[src/rtl/disp_arb_pkg.sv]
// disp_arb_pkg: shared types, widths and helpers for the display arbiter.
package disp_arb_pkg;

  localparam int unsigned BCD_W   = 24;
  localparam int unsigned DIGITS  = 6;
  localparam int unsigned MAX_SRC = 8;
  localparam int unsigned IDX_W   = 3;

  localparam logic [3:0]       BLANK_CODE = 4'hF;
  localparam logic [BCD_W-1:0] BLANK_WORD = {DIGITS{BLANK_CODE}};

  typedef enum logic [1:0] {
    IDLE  = 2'd0,
    HOLD  = 2'd1,
    BLANK = 2'd2
  } state_e;

  typedef logic [IDX_W-1:0] src_idx_t;

  // Payload presented to the display controller.
  typedef struct packed {
    logic [BCD_W-1:0] bcd;
    logic             dp;
  } disp_word_t;

  // Index of the highest set bit; 0 when nothing is set.
  function automatic src_idx_t highest_set(input logic [MAX_SRC-1:0] v);
    src_idx_t idx;
    idx = '0;
    for (int i = 0; i < MAX_SRC; i++) begin
      if (v[i]) idx = IDX_W'(i);
    end
    return idx;
  endfunction

  // One-hot vector for a source index.
  function automatic logic [MAX_SRC-1:0] one_hot(input src_idx_t idx);
    return MAX_SRC'(1) << idx;
  endfunction

endpackage

[src/rtl/disp_arb_if.sv]
// disp_arb_if: source-side inputs and display-side outputs of the arbiter.
interface disp_arb_if #(
  parameter int unsigned NUM_SRC = 3
) ();

  logic [NUM_SRC-1:0]                      req_in;
  logic [NUM_SRC*disp_arb_pkg::BCD_W-1:0]  src_data_in;
  logic [NUM_SRC-1:0]                      src_dp_in;
  logic [disp_arb_pkg::BCD_W-1:0]          bcd_data_out;
  logic                                    dp_out;
  logic [NUM_SRC-1:0]                      grant_out;
  logic                                    busy_out;

  // Sources and display consumer side.
  modport master (
    output req_in, src_data_in, src_dp_in,
    input  bcd_data_out, dp_out, grant_out, busy_out
  );

  // Arbiter side.
  modport slave (
    input  req_in, src_data_in, src_dp_in,
    output bcd_data_out, dp_out, grant_out, busy_out
  );

endinterface

[src/rtl/disp_hold_timer.sv]
// disp_hold_timer: cycle counter that flags its last count; used for the
// hold time and for the blank gap.
module disp_hold_timer #(
  parameter int unsigned TERM_CNT = 30
) (
  input  logic clk,
  input  logic rst_n,
  input  logic clear,
  input  logic enable,
  output logic done_c
);

  localparam int unsigned CNT_W = (TERM_CNT > 1) ? $clog2(TERM_CNT) : 1;
  localparam logic [CNT_W-1:0] LAST = CNT_W'(TERM_CNT - 1);

  logic [CNT_W-1:0] count_q;

  // Count while enabled, park on the last value until cleared.
  always_ff @(posedge clk or negedge rst_n) begin
    if (!rst_n) begin
      count_q <= '0;
    end else if (clear) begin
      count_q <= '0;
    end else if (enable && !done_c) begin
      count_q <= count_q + CNT_W'(1);
    end
  end

  // Terminal count reached.
  always_comb begin
    done_c = (count_q == LAST);
  end

endmodule

[src/rtl/disp_arbiter.sv]
// disp_arbiter: shares the six-digit display between NUM_SRC BCD sources.
// Source 0 is the default owner; higher sources take the display on a
// request pulse for HOLD_TIME_MS, higher index wins.
// Optional: define DISP_ARB_BLANK_GAP_EN to insert a one-millisecond blank
// gap before every owner change.
module disp_arbiter
  import disp_arb_pkg::*;
#(
  parameter int unsigned CLK_FREQ_HZ  = 50_000_000,
  parameter int unsigned HOLD_TIME_MS = 2000,
  parameter int unsigned NUM_SRC      = 3
) (
  input  logic       clk,
  input  logic       rst_n,
  disp_arb_if.slave  bus
);

  localparam int unsigned CYCLES_PER_MS = CLK_FREQ_HZ / 1000;
  localparam int unsigned HOLD_CYCLES   = HOLD_TIME_MS * CYCLES_PER_MS;

  state_e             state_q;
  src_idx_t           owner_q;
  logic [NUM_SRC-1:0] grant_q;
  logic               busy_q;
  disp_word_t         disp_q;

  logic [BCD_W-1:0]   src_word [MAX_SRC];
  logic [MAX_SRC-1:0] dp_ext;
  logic [MAX_SRC-1:0] req_ext;
  logic               any_req_c;
  src_idx_t           win_c;
  logic               qualify_c;
  logic               hold_done_c;

  // Unpack the source bus; unused slots read as zero.
  for (genvar k = 0; k < MAX_SRC; k++) begin : g_src
    if (k < NUM_SRC) begin : g_used
      assign src_word[k] = bus.src_data_in[k*BCD_W +: BCD_W];
    end else begin : g_unused
      assign src_word[k] = '0;
    end
  end

  assign dp_ext = MAX_SRC'(bus.src_dp_in);

  // Winner among sources 1..N-1; it qualifies if it is not below the
  // current (or pending) owner, which also covers retrigger.
  always_comb begin
    req_ext   = MAX_SRC'(bus.req_in) & ~MAX_SRC'(1);
    any_req_c = |req_ext;
    win_c     = highest_set(req_ext);
    qualify_c = any_req_c && (win_c >= owner_q);
  end

  disp_hold_timer #(
    .TERM_CNT (HOLD_CYCLES)
  ) u_hold_timer (
    .clk    (clk),
    .rst_n  (rst_n),
    .clear  ((state_q != HOLD) || qualify_c),
    .enable (state_q == HOLD),
    .done_c (hold_done_c)
  );

`ifdef DISP_ARB_BLANK_GAP_EN
  logic blank_done_c;

  disp_hold_timer #(
    .TERM_CNT (CYCLES_PER_MS)
  ) u_blank_timer (
    .clk    (clk),
    .rst_n  (rst_n),
    .clear  ((state_q != BLANK) || qualify_c),
    .enable (state_q == BLANK),
    .done_c (blank_done_c)
  );

  // Ownership FSM with a blank gap; owner_q holds the pending owner in BLANK.
  always_ff @(posedge clk or negedge rst_n) begin
    if (!rst_n) begin
      state_q <= IDLE;
      owner_q <= '0;
      grant_q <= NUM_SRC'(1);
      busy_q  <= 1'b0;
    end else begin
      case (state_q)
        BLANK: begin
          if (qualify_c) begin
            owner_q <= win_c;
          end else if (blank_done_c) begin
            state_q <= (owner_q == '0) ? IDLE : HOLD;
            grant_q <= NUM_SRC'(one_hot(owner_q));
            busy_q  <= (owner_q != '0);
          end
        end
        default: begin
          if (qualify_c) begin
            state_q <= BLANK;
            owner_q <= win_c;
            grant_q <= '0;
          end else if ((state_q == HOLD) && hold_done_c) begin
            state_q <= BLANK;
            owner_q <= '0;
            grant_q <= '0;
          end
        end
      endcase
    end
  end
`else
  // Ownership FSM switching owners directly.
  always_ff @(posedge clk or negedge rst_n) begin
    if (!rst_n) begin
      state_q <= IDLE;
      owner_q <= '0;
      grant_q <= NUM_SRC'(1);
      busy_q  <= 1'b0;
    end else begin
      if (qualify_c) begin
        state_q <= HOLD;
        owner_q <= win_c;
        grant_q <= NUM_SRC'(one_hot(win_c));
        busy_q  <= 1'b1;
      end else if ((state_q == HOLD) && hold_done_c) begin
        state_q <= IDLE;
        owner_q <= '0;
        grant_q <= NUM_SRC'(1);
        busy_q  <= 1'b0;
      end
    end
  end
`endif

  // Registered mux of the current owner's live data, blank code in a gap.
  always_ff @(posedge clk or negedge rst_n) begin
    if (!rst_n) begin
      disp_q <= '0;
    end else if (state_q == BLANK) begin
      disp_q <= '{bcd: BLANK_WORD, dp: 1'b0};
    end else begin
      disp_q <= '{bcd: src_word[owner_q], dp: dp_ext[owner_q]};
    end
  end

  assign bus.grant_out    = grant_q;
  assign bus.busy_out     = busy_q;
  assign bus.bcd_data_out = disp_q.bcd;
  assign bus.dp_out       = disp_q.dp;

endmodule

[src/flat_wrapper.sv]
// flat-port wrapper written by rule: the top's interface ports become plain ports
module disp_arbiter_flat import disp_arb_pkg::*;
#(
  parameter int unsigned CLK_FREQ_HZ  = 50_000_000,
  parameter int unsigned HOLD_TIME_MS = 2000,
  parameter int unsigned NUM_SRC      = 3
)
  (clk, rst_n, bus_req_in, bus_src_data_in, bus_src_dp_in, bus_bcd_data_out, bus_dp_out, bus_grant_out, bus_busy_out);
  disp_arb_if #(.NUM_SRC(NUM_SRC)) bus_i ();
  input  logic clk;
  input  logic rst_n;
  input wire logic [$bits(bus_i.req_in)-1:0] bus_req_in;
  input wire logic [$bits(bus_i.src_data_in)-1:0] bus_src_data_in;
  input wire logic [$bits(bus_i.src_dp_in)-1:0] bus_src_dp_in;
  output wire logic [$bits(bus_i.bcd_data_out)-1:0] bus_bcd_data_out;
  output wire logic [$bits(bus_i.dp_out)-1:0] bus_dp_out;
  output wire logic [$bits(bus_i.grant_out)-1:0] bus_grant_out;
  output wire logic [$bits(bus_i.busy_out)-1:0] bus_busy_out;
  assign bus_i.req_in = bus_req_in;
  assign bus_i.src_data_in = bus_src_data_in;
  assign bus_i.src_dp_in = bus_src_dp_in;
  assign bus_bcd_data_out = bus_i.bcd_data_out;
  assign bus_dp_out = bus_i.dp_out;
  assign bus_grant_out = bus_i.grant_out;
  assign bus_busy_out = bus_i.busy_out;
  disp_arbiter #(.CLK_FREQ_HZ(CLK_FREQ_HZ), .HOLD_TIME_MS(HOLD_TIME_MS), .NUM_SRC(NUM_SRC)) u_core (.clk(clk), .rst_n(rst_n), .bus(bus_i));
endmodule
[config.mk]
export PLATFORM = sky130hd
export DESIGN_NAME = disp_arbiter_flat
export DESIGN_NICKNAME = d
export VERILOG_FILES = /design/src/rtl/disp_arb_pkg.sv /design/src/rtl/disp_arb_if.sv /design/src/rtl/disp_hold_timer.sv /design/src/rtl/disp_arbiter.sv /design/src/flat_wrapper.sv
export SDC_FILE = /design/constraint.sdc
export NUM_CORES = 1
export LEC_CHECK = 0
export ABC_CLOCK_PERIOD_IN_PS = 3800
export BUFFER_PORTS_ARGS = -buffer_cell sky130_fd_sc_hd__buf_2
export CAP_MARGIN = 0
export CORE_ASPECT_RATIO = 1.4
export CORE_MARGIN = 2
export CORE_UTILIZATION = 45
export CTS_BUF_LIST = sky130_fd_sc_hd__clkbuf_8
export CTS_CLUSTER_DIAMETER = 50
export CTS_CLUSTER_SIZE = 16
export DETAILED_ROUTE_END_ITERATION = 6
export PLACE_DENSITY = 0.76
export SKIP_CTS_REPAIR_TIMING = 1
export SYNTH_ARGS = -nofsm -noshare
export SYNTH_HDL_FRONTEND = slang
export SYNTH_SLANG_ARGS = --single-unit
[constraint.sdc]
create_clock -name clk -period 3.8 [get_ports clk]
set_clock_uncertainty 0.1 [all_clocks]
set_input_delay 0.95 -clock clk [delete_from_list [all_inputs] [get_ports clk]]
set_output_delay 0.95 -clock clk [all_outputs]
set_load 0.01 [all_outputs]
==> impl_metrics.toml <==
[floorplan]
core_um2 = 6130
die_y_um = 97.5
floorplan.initialDensity_pct = 45.9
die_x_um = 70.8
core.rowCount = 34
io_pins = 109
dieArea_um2 = 6900

[setup_path]
worstSetupPathType = "input pin to register"
cp-end-kind = "register"
cp_max_fo = 27
worstSetupStartpoint = "bus_req_in[2]"
cp_slowest_stage_delay_ns = 0.26
reg2reg_from = "u_core.u_hold_timer.count_q[0]"
cp.required_ns = 3.96
crit_slowest_cell = "ha_1"
path_cells = "buf_2 > nand2b_1 > ha_1 > nand2b_1 > a21o_1 > o21ai_0 > nand2_1 > buf_4 > a21oi_1"
crit_arrival_ns = 2.56
crit_top_cell = "nand2b_1"
start_kind = "input pin"

[yosys]
ys_top_cells_by_area = "dfrtp_1 (51%), mux2i_1 (9.3%), o21ai_0 (6.4%)"
synth_cell_types = 36
yosys.area.top_type_share_pct = 50.8
avgSynthCellArea_um2 = 9.93
synth_top_area_cell = "dfrtp_1"
ys_ff_latch = 58
yosysWarnings = 0
synthCells = 283
syn_nets = 366
ys_seq_area_share_pct = 51.7
netlist_area_um2 = 2810

[clock_network]
clock_latency_ns = 0.34
cts_buffers = 9
cts-root-buf = "clkbuf_8"
cts.reportedPaths.clkPinSlew_ns = 0.07
cts.path.max_buffers = 2
tritoncts = "built"
cts.sinks = 58
cts-htree-levels = 3

[sta]
period_share_pct = 63.2
setup_violations = 0
hold_viol_final = 0
slew_headroom_pct = 32.3
fmaxAchievable_mhz = 416
slew_viol_final = 0
period_needed_ns = 2.40
setup_tns_ns = 0
rsz0062_at_grt = "no"
tightest_slew_ns = 1.01

[detailed_routing]
wl_per_cell_um = 14.6
drcViolationCount = 0
num_vias = 2492
met2WireLength_um = 3390
routed_wl_um = 6850
top_layer = "met4"
drt_pass1_iterations = 6
first_iter_violations = 202
drtAntennaViolNets = 0
via_per_inst = 5.30
wl_met3_um = 525
wl_met1_um = 2850

[placed_design]
dp_hpwl_um = 5130
gp_congestion = 0.833
numPortBuffers = 107

[flow_run]
maxCapViolations = 0

[worst_hold_path]
hold_start = "u_core.bus.grant_out[1]"
hold_path_class = "register to register"

[grt]
track_usage_pct = 21.2
antenna_found_initial = 0
grt_overflow = 0
grt_pass1_vias = 2445
grt_max_degree = 40
grt_pass1_wl_um = 11500

[final_layout]
layout_common_cells = "buf_2 (107), dfrtp_1 (57), nand2_1 (37), o21ai_0 (36), mux2i_1 (26)"
layout.cells.most_common = "buf_2"
final_nets = 476
area_growth_pct = 29.1
diodes = 0
drive_gt1_share_pct = 34.4

[power]
static-leakage-power_uw = 0.00183
powerDensity_nw_per_um2 = 603
p_total_uw = 2190
irDropWorstVdd_uv = 333

[run_status]
status = "completed"
## cell usage after synthesis (all sizes together)
library cell  instances
a21oi                 8
nand3                13
or4                   1
nor2b                 1
nand4                 9
inv                   6
o21ai                36
nor4                  5
or2                   1
dfstp                 1
or3                   8
xnor2                 3
and4                  1
buf                   4
dfrtp                57
ha                    3
nor2                 25
nand3b                1
mux2i                26
nand2                38
and3                  3
nand2b                2
xor2                 16
a31o                  2
o21a                  1
a21o                  1
and2                  1
clkbuf                8
nor4b                 2
## path summary, 6_finish.rpt
path                                             endpoint  slack [ns]  cells after the start
setup / recovery           u_core.u_hold_timer.count_q[7]        1.40                      9
hold / removal                    u_core.bus.grant_out[1]        0.41                      1
setup reg to reg                  u_core.bus.grant_out[1]        1.45                      6
hold reg to reg                   u_core.bus.grant_out[1]        0.41                      1
max in group asynchronous               u_core.bus.dp_out        2.31                      2
min in group asynchronous  u_core.u_hold_timer.count_q[1]        0.45                      1
## metal layers
layer | GRT usage (%) | up-vias
met5 | 0 | -
met4 | 6.97 | 0
met3 | 5.50 | 9
met2 | 34.3 | 104
met1 | 27.6 | 1178
li1 | - | 1201
## state kept, by name, indices dropped and copies added, names as in the netlist
signal / flops
u_core.u_hold_timer.count_q: 27
u_core.bus.bcd_data_out: 24
u_core.bus.grant_out: 3
u_core.owner_q: 2
u_core.bus.dp_out: 1
u_core.state_q: 1
## worst max-delay path: cells and delay by family
family	cells	cell delay, ns
adders and majority gates	1	0.26
buffers and inverters	2	0.36
AOI/OAI and AO/OA	3	0.57
and+or+nand+nor	3	0.41
## metrics by stage
stage               utilization [%]  instance area (um^2)  setup WS (ns)  hold slack (ns)  cells
floorplan                         -                  2810           1.23            0.397    283
global placement               55.7                  3410           1.12            0.386    454
detailed placement             55.7                  3410           1.02            0.394    454
CTS                            59.2                  3630           1.40            0.415    470
global route                   59.2                  3630           1.25            0.444    470
finish                         59.2                  3630           1.40            0.409    470
## layout make-up
class                      count  area [um^2]
clock buffer                  11          151
clock inverter                 5         61.3
fill                         547         2500
inverter                       6         22.5
multi-input combinational    207         1280
sequential                    58         1450
tap                           72         90.1
timing repair buffer         111          566
## power breakdown
group / switching (uW) / internal (uW) / total [uW]
Clock: 251 / 342 / 593
Sequential: 94.4 / 781 / 875
Combinational: 412 / 307 / 719
Total: 758 / 1430 / 2190
## kinds of logic (layout without fill, tap and decap cells)
group           after synthesis  count (layout)  synth area share [%]
compound gates               48              48                  8.99
buf+inv                      18             133                  2.72
simple gates                111             111                  20.1
flops                        58              58                  51.7
fa+ha+maj                     3               3                  1.34
mux                          26              26                  9.26
xor+xnor                     19              19                  5.92
Note: power is estimated with default switching activity, not from simulation.
